<file path="config.mk">
export PLATFORM = sky130hd
export DESIGN_NAME = vga_scan_flat
export DESIGN_NICKNAME = d
export VERILOG_FILES = /design/src/rtl/vga_scan_if.sv /design/src/rtl/vga_scan.sv /design/src/flat_wrapper.sv
export SDC_FILE = /design/constraint.sdc
export NUM_CORES = 1
export LEC_CHECK = 0
export CORE_MARGIN = 4
export CORE_UTILIZATION = 59
export CTS_BUF_LIST = sky130_fd_sc_hd__clkbuf_8
export DETAILED_ROUTE_END_ITERATION = 8
export DONT_BUFFER_PORTS = 1
export GPL_TIMING_DRIVEN = 0
export MAX_ROUTING_LAYER = met4
export PLACE_DENSITY_LB_ADDON = 0.2
export SLEW_MARGIN = 20
export SYNTH_ARGS = -nofsm -noshare
export SYNTH_HDL_FRONTEND = slang
export SYNTH_SLANG_ARGS = --single-unit
</file>
<file path="constraint.sdc">
create_clock -name clk_vga -period 2.85 [get_ports clk_vga]
set_input_delay 0.57 -clock clk_vga [delete_from_list [all_inputs] [get_ports clk_vga]]
set_output_delay 0.57 -clock clk_vga [all_outputs]
set_load 0.005 [all_outputs]
</file>
<file path="src/rtl/vga_scan_if.sv">
// rtl/vga_scan_if.sv - pixel fetch bus between the scan stage and the image store
// Purpose: carries the downscaled read address out and the 3-bit pixel back.
// Signals:
//   vga_x    [7:0] image column address (scan -> store)
//   vga_y    [7:0] image row address    (scan -> store)
//   vga_dout [2:0] pixel {R,G,B}        (store -> scan), RD_LAT cycles after address
interface vga_scan_if;
  logic [7:0] vga_x;
  logic [7:0] vga_y;
  logic [2:0] vga_dout;

  modport master (output vga_x, output vga_y, input vga_dout);
  modport slave  (input vga_x, input vga_y, output vga_dout);
endinterface

</file>
<file path="src/rtl/vga_scan.sv">
// rtl/vga_scan.sv - VGA timing generator and pixel fetch/expand stage
// Purpose: free-running h/v counters, downscaled image address generation,
// sync/blank delay matched to the image store read latency, 3-bit to 24-bit
// colour expansion, frame-boundary gated display enable.
// Ports:
//   clk_vga, rst           pixel clock, synchronous active-high reset
//   en_vga                 display enable, asynchronous to clk_vga
//   pix (master)           vga_x/vga_y address out, vga_dout pixel in
//   vga_r/g/b [7:0]        DAC colour
//   vga_hs, vga_vs         active-low syncs
//   vga_blank_n            high during active video
//   vga_sync_n             tied low
//   frame_start            one-cycle pulse when counters reach (0,0)
module vga_scan #(
  parameter int H_ACTIVE    = 640,
  parameter int H_FP        = 16,
  parameter int H_SYNC      = 96,
  parameter int H_BP        = 48,
  parameter int V_ACTIVE    = 480,
  parameter int V_FP        = 10,
  parameter int V_SYNC      = 2,
  parameter int V_BP        = 33,
  parameter int SCALE_SHIFT = 2,
  parameter int IMG_W       = 100,
  parameter int IMG_H       = 100,
  parameter int RD_LAT      = 2
) (
  input  logic       clk_vga,
  input  logic       rst,
  input  logic       en_vga,
  vga_scan_if.master pix,
  output logic [7:0] vga_r,
  output logic [7:0] vga_g,
  output logic [7:0] vga_b,
  output logic       vga_hs,
  output logic       vga_vs,
  output logic       vga_blank_n,
  output logic       vga_sync_n,
  output logic       frame_start
);
  localparam int H_TOTAL = H_ACTIVE + H_FP + H_SYNC + H_BP;
  localparam int V_TOTAL = V_ACTIVE + V_FP + V_SYNC + V_BP;
  localparam int HW      = $clog2(H_TOTAL);
  localparam int VW      = $clog2(V_TOTAL);
  // Control bits are held until the pixel addressed one cycle after the
  // counter value comes back RD_LAT cycles later.
  localparam int DEPTH   = RD_LAT + 1;

  localparam logic [HW-1:0] H_LAST   = HW'(H_TOTAL - 1);
  localparam logic [HW-1:0] H_ACT    = HW'(H_ACTIVE);
  localparam logic [HW-1:0] HS_FIRST = HW'(H_ACTIVE + H_FP);
  localparam logic [HW-1:0] HS_LAST  = HW'(H_ACTIVE + H_FP + H_SYNC - 1);
  localparam logic [HW-1:0] IX_LIM   = HW'(IMG_W);
  localparam logic [VW-1:0] V_LAST   = VW'(V_TOTAL - 1);
  localparam logic [VW-1:0] V_ACT    = VW'(V_ACTIVE);
  localparam logic [VW-1:0] VS_FIRST = VW'(V_ACTIVE + V_FP);
  localparam logic [VW-1:0] VS_LAST  = VW'(V_ACTIVE + V_FP + V_SYNC - 1);
  localparam logic [VW-1:0] IY_LIM   = VW'(IMG_H);

  logic [HW-1:0]    h_q, h_d;
  logic [VW-1:0]    v_q, v_d;
  logic [7:0]       x_q, x_d, y_q, y_d;
  logic             sync1_q, sync1_d, sync2_q, sync2_d, show_q, show_d;
  logic [DEPTH-1:0] act_p_q, act_p_d, img_p_q, img_p_d;
  logic [DEPTH-1:0] hs_p_q, hs_p_d, vs_p_q, vs_p_d;
  logic [7:0]       r_q, r_d, g_q, g_d, b_q, b_d;
  logic             hs_q, hs_d, vs_q, vs_d, blank_q, blank_d, fs_q, fs_d;

  logic          h_wrap, v_wrap, active, in_img, hs_raw, vs_raw, px_on;
  logic [HW-1:0] ix;
  logic [VW-1:0] iy;

  always_comb begin
    h_wrap = (h_q == H_LAST);
    v_wrap = (v_q == V_LAST);
    h_d    = h_wrap ? '0 : h_q + HW'(1);
    v_d    = h_wrap ? (v_wrap ? '0 : v_q + VW'(1)) : v_q;

    active = (h_q < H_ACT) && (v_q < V_ACT);
    hs_raw = !((h_q >= HS_FIRST) && (h_q <= HS_LAST));
    vs_raw = !((v_q >= VS_FIRST) && (v_q <= VS_LAST));
    ix     = h_q >> SCALE_SHIFT;
    iy     = v_q >> SCALE_SHIFT;
    in_img = active && (ix < IX_LIM) && (iy < IY_LIM);
    x_d    = in_img ? 8'(ix) : 8'd0;
    y_d    = in_img ? 8'(iy) : 8'd0;

    // Registered so the pulse lines up with the cycle the counters show (0,0).
    fs_d    = h_wrap && v_wrap;

    sync1_d = en_vga;
    sync2_d = sync1_q;
    // Enable is only sampled at the top-left corner so a frame is never torn.
    show_d  = ((h_q == '0) && (v_q == '0)) ? sync2_q : show_q;

    act_p_d = (act_p_q << 1) | DEPTH'(active);
    img_p_d = (img_p_q << 1) | DEPTH'(in_img);
    hs_p_d  = (hs_p_q << 1) | DEPTH'(hs_raw);
    vs_p_d  = (vs_p_q << 1) | DEPTH'(vs_raw);

    // Last stage coincides with vga_dout for the same counter value; in_img
    // already implies active, so this also blanks RGB outside active video.
    px_on   = img_p_q[DEPTH-1] && show_q;
    r_d     = (px_on && pix.vga_dout[2]) ? 8'hFF : 8'h00;
    g_d     = (px_on && pix.vga_dout[1]) ? 8'hFF : 8'h00;
    b_d     = (px_on && pix.vga_dout[0]) ? 8'hFF : 8'h00;
    blank_d = act_p_q[DEPTH-1];
    hs_d    = hs_p_q[DEPTH-1];
    vs_d    = vs_p_q[DEPTH-1];
  end

  always_ff @(posedge clk_vga) begin
    if (rst) begin
      h_q     <= '0;
      v_q     <= '0;
      x_q     <= '0;
      y_q     <= '0;
      sync1_q <= 1'b0;
      sync2_q <= 1'b0;
      show_q  <= 1'b0;
      act_p_q <= '0;
      img_p_q <= '0;
      hs_p_q  <= '1;
      vs_p_q  <= '1;
      r_q     <= '0;
      g_q     <= '0;
      b_q     <= '0;
      hs_q    <= 1'b1;
      vs_q    <= 1'b1;
      blank_q <= 1'b0;
      fs_q    <= 1'b0;
    end else begin
      h_q     <= h_d;
      v_q     <= v_d;
      x_q     <= x_d;
      y_q     <= y_d;
      sync1_q <= sync1_d;
      sync2_q <= sync2_d;
      show_q  <= show_d;
      act_p_q <= act_p_d;
      img_p_q <= img_p_d;
      hs_p_q  <= hs_p_d;
      vs_p_q  <= vs_p_d;
      r_q     <= r_d;
      g_q     <= g_d;
      b_q     <= b_d;
      hs_q    <= hs_d;
      vs_q    <= vs_d;
      blank_q <= blank_d;
      fs_q    <= fs_d;
    end
  end

  assign pix.vga_x   = x_q;
  assign pix.vga_y   = y_q;
  assign vga_r       = r_q;
  assign vga_g       = g_q;
  assign vga_b       = b_q;
  assign vga_hs      = hs_q;
  assign vga_vs      = vs_q;
  assign vga_blank_n = blank_q;
  assign vga_sync_n  = 1'b0;
  assign frame_start = fs_q;
endmodule

</file>
<file path="src/flat_wrapper.sv">
// flat-port wrapper written by rule: the top's interface ports become plain ports
module vga_scan_flat 
#(
  parameter int H_ACTIVE    = 640,
  parameter int H_FP        = 16,
  parameter int H_SYNC      = 96,
  parameter int H_BP        = 48,
  parameter int V_ACTIVE    = 480,
  parameter int V_FP        = 10,
  parameter int V_SYNC      = 2,
  parameter int V_BP        = 33,
  parameter int SCALE_SHIFT = 2,
  parameter int IMG_W       = 100,
  parameter int IMG_H       = 100,
  parameter int RD_LAT      = 2
)
  (clk_vga, rst, en_vga, vga_r, vga_g, vga_b, vga_hs, vga_vs, vga_blank_n, vga_sync_n, frame_start, pix_vga_x, pix_vga_y, pix_vga_dout);
  vga_scan_if pix_i ();
  input  logic clk_vga;
  input  logic rst;
  input  logic en_vga;
  output logic [7:0] vga_r;
  output logic [7:0] vga_g;
  output logic [7:0] vga_b;
  output logic vga_hs;
  output logic vga_vs;
  output logic vga_blank_n;
  output logic vga_sync_n;
  output logic frame_start;
  output wire logic [$bits(pix_i.vga_x)-1:0] pix_vga_x;
  output wire logic [$bits(pix_i.vga_y)-1:0] pix_vga_y;
  input wire logic [$bits(pix_i.vga_dout)-1:0] pix_vga_dout;
  assign pix_vga_x = pix_i.vga_x;
  assign pix_vga_y = pix_i.vga_y;
  assign pix_i.vga_dout = pix_vga_dout;
  vga_scan #(.H_ACTIVE(H_ACTIVE), .H_FP(H_FP), .H_SYNC(H_SYNC), .H_BP(H_BP), .V_ACTIVE(V_ACTIVE), .V_FP(V_FP), .V_SYNC(V_SYNC), .V_BP(V_BP), .SCALE_SHIFT(SCALE_SHIFT), .IMG_W(IMG_W), .IMG_H(IMG_H), .RD_LAT(RD_LAT)) u_core (.clk_vga(clk_vga), .rst(rst), .en_vga(en_vga), .pix(pix_i), .vga_r(vga_r), .vga_g(vga_g), .vga_b(vga_b), .vga_hs(vga_hs), .vga_vs(vga_vs), .vga_blank_n(vga_blank_n), .vga_sync_n(vga_sync_n), .frame_start(frame_start));
endmodule
</file>
==> impl_metrics.py <==
metrics = {
    "critical_path": {
        "rr_worst_depth": 5,
        "cp_top_family": "simple AND/OR/NAND/NOR gates",
        "r2r-end": "u_core.v_q[2]",
        "critPathMaxFanout": 6,
        "crit_chain": "ha_1 > nand3_2 > nor4_1 > a31o_2 > nor2_1",
        "crit_slowest_cell": "nor4_1",
        "rr_startpoint": "u_core.h_q[0]",
        "cp.arrival_ps": 2030,
        "cp-end-kind": "flip-flop",
        "startpoint_type": "flip-flop",
        "path_buf_inv": 0,
        "cp_slowest_stage_delay_ps": 470,
        "worstSetupPathType": "flip-flop to flip-flop",
        "crit_required_ps": 3070,
        "r2r_slack_ps": 1040,
    },
    "final_layout": {
        "drive_gt1_frac": 0.230,
        "areaGrowthSynthToFinish_pct": 12.5,
        "fin_cells": 309,
        "final_cell_mix": "dfxtp_1, buf_4, nor2_1, and2_1, xnor2_1",
        "mostFrequentLayoutCell": "dfxtp_1",
        "diodes": 0,
        "multi_input_area_sq_um": 941,
        "seq_area_sq_mm": 0.00116,
        "fin_nets": 267,
        "n_fill_cell": 286,
    },
    "clocking": {
        "postCtsSetupBuffers": 0,
        "post_cts_resize_count": 0,
        "htree_levels": 3,
        "postCtsHoldBufs": 0,
        "cts.clk_slew.worst_paths_ps": 60,
        "insertion_delay_ps": 330,
        "numCtsBuffers": 9,
        "cts.sinks": 58,
        "cts-root-buf": "clkbuf_8",
        "clockBufferDepth": 2,
        "cts_tree": "done",
    },
    "sta": {
        "rsz0062_at_grt": "no",
        "worst_clock_skew_ps": 8.94,
        "max_freq_mhz": 551,
        "finalHoldViolCount": 0,
        "setup_ws_ps": 1040,
        "setup_tns_ps": 0,
        "min_period_ps": 1810,
        "worst_slew_pin_slew_ps": 514,
        "finalSetupViolations": 0,
        "min_period_over_period": 0.636,
        "maxSlewViolCount": 0,
        "maxSlewHeadroom": 0.658,
    },
    "yosys": {
        "synth_fa_ha_area_frac": 0.0265,
        "yosys.area_share.xor_xnor": 0.0482,
        "ys_async_sr_fraction": 0,
        "syn_area_per_cell_sq_um": 9.72,
        "syn-cell-area_sq_mm": 0.00236,
        "synth_mux_area_frac": 0.0127,
        "synth_ff_type": "dfxtp_1",
        "ys_ff_latch": 58,
        "synth-simple-area-share": 0.280,
        "yosysWarningCount": 0,
        "seq_area_frac_synth": 0.492,
        "synth_cell_types": 38,
        "synth_top_family_by_area": "simple AND/OR/NAND/NOR gates",
        "synth-edff-count": 0,
        "synthesis.instances": 243,
        "synth_compound_area_frac": 0.0265,
    },
    "placed_design": {
        "dp.final_hpwl_mm": 2.87,
        "dp_slack_ps": 982,
        "portBuffers": 0,
        "place_inst": 293,
        "gp_congestion": 0.929,
    },
    "floorplanning": {
        "io_pins": 51,
        "die_h_microns": 71.3,
        "num_rows": 22,
        "dieArea_sq_mm": 0.00508,
        "start_util": 0.626,
        "core_area_sq_mm": 0.00377,
        "die_w_microns": 71.3,
    },
    "grt": {
        "first_global_vias": 1384,
        "grt_overflow": 0,
        "grt_max_degree": 12,
        "grt_pass1_wl_mm": 6.74,
        "grt_usage": 0.178,
        "antenna_found_initial": 0,
    },
    "drt": {
        "routedWlPerCell_microns": 13.2,
        "drt-total-wl_mm": 4.09,
        "drtIter0Drc": 76,
        "ant_nets": 0,
        "drt_drc_violations_left": 0,
        "drt-pass1-iter-count": 4,
        "viasPerCell": 5.17,
        "via_count": 1598,
    },
    "pwr": {
        "leakage_nw": 1.05,
        "peakVddDrop_mv": 0.301,
        "power_density_mw_per_mm2": 642,
    },
    "worst_hold_path": {
        "hold_depth": 1,
        "hp-class": "primary input to flip-flop",
        "hp-start": "pix_vga_dout[0]",
        "hold_path_end": "u_core.vga_b[6]",
    },
    "outcome": {
        "status": "finished clean",
    },
    "job": {
        "drv_cap": 0,
    },
}
[synth_stat cells, types with 2 or more instances]
cell type	number	area, sq um
dfxtp_1	58	1160
buf_4	23	173
nor2_1	21	78.8
and2_1	15	93.8
xnor2_1	11	96.3
inv_1	10	37.5
nand3_1	10	50.1
nor3_1	8	40.0
clkbuf_1	7	26.3
nand4_1	7	43.8
nor2b_1	7	43.8
nor4_1	7	43.8
or2_2	7	43.8
nand2_1	6	22.5
a21oi_1	5	25.0
ha_1	5	62.6
nand2b_1	4	25.0
and3_1	3	18.8
buf_2	3	15.0
mux2i_1	3	30.0
nor3b_1	3	22.5
a31o_2	2	17.5
nor4_4	2	42.5
xor2_1	2	17.5
[state kept, by name, indices dropped and copies added (netlist names)]
register and flops:
u_core.vga_g 1, u_core.v_q 10, u_core.pix.vga_y 8, u_core.h_q 10, u_core.frame_start 1, u_core.vga_b 1
u_core.img_p_q 3, u_core.vga_hs 1, u_core.hs_p_q 3, u_core.act_p_q 3, u_core.vga_r 1, u_core.sync2_q 1
u_core.vga_blank_n 1, u_core.show_q 1, u_core.pix.vga_x 8, u_core.vga_vs 1, u_core.sync1_q 1, u_core.vs_p_q 3
[worst max path at each step]
stage	start	end	cells past startpoint
final	u_core.h_q[0]	u_core.v_q[2]	5
after global routing	u_core.h_q[0]	u_core.h_q[3]	6
after CTS	u_core.h_q[0]	u_core.v_q[2]	5
after detailed placement	rst	u_core.pix.vga_y[0]	6
after global placement	rst	u_core.pix.vga_y[2]	6
after floorplan	u_core.h_q[0]	u_core.v_q[2]	5
[kinds of logic after synthesis]
| logic type | Yosys count |
|---|---|
| muxes | 3 |
| xor gates and xnor gates | 13 |
| and+or+nand+nor | 108 |
| DFF | 58 |
| AOI/OAI and AO/OA | 10 |
| adders and majority gates | 5 |
| buffers and inverters | 45 |
| other | 1 |
[report_power, final]
| group | internal [mW] | switching [mW] |
|---|---|---|
| clock | 0.517 | 0.320 |
| combinational | 0.0166 | 0.0246 |
| sequential | 0.823 | 0.00569 |
| total | 1.36 | 0.350 |
[final cells by class]
type / instances / share of cell area
Inverter: 10 / 0.0141
Tap cell: 48 / 0.0226
Clock inverter: 6 / 0.0339
Buffer: 35 / 0.0866
Clock buffer: 10 / 0.0518
Multi-Input combinational cell: 142 / 0.354
Sequential cell: 58 / 0.437
[metrics by stage]
stage               cell area (sq um)  power, mW  hold slack (ps)  utilization
floorplan                        2370      0.877              389            -
global placement                 2430      0.887              391        0.644
detailed placement               2430      0.888              392        0.644
CTS                              2660       1.72              347        0.705
global route                     2660       1.76              350        0.705
finish                           2660       1.71              361        0.705
[worst register-to-register path: cells and delay by family (launching register included)]
kind	cells	cell delay, ps
simple gates	3	740
flops	1	390
fa+ha+maj	1	280
compound gates	1	310
[layer usage]
layer / GRT usage / vias to the layer above / wire length (microns)
met1: 0.226 / 714 / 1780
met5: - / - / 0
met3: 0.0617 / 11 / 364
met4: 0.0856 / 0 / 70
li1: - / 804 / -
met2: 0.251 / 69 / 1870
Power figures use the tool's default switching activity.
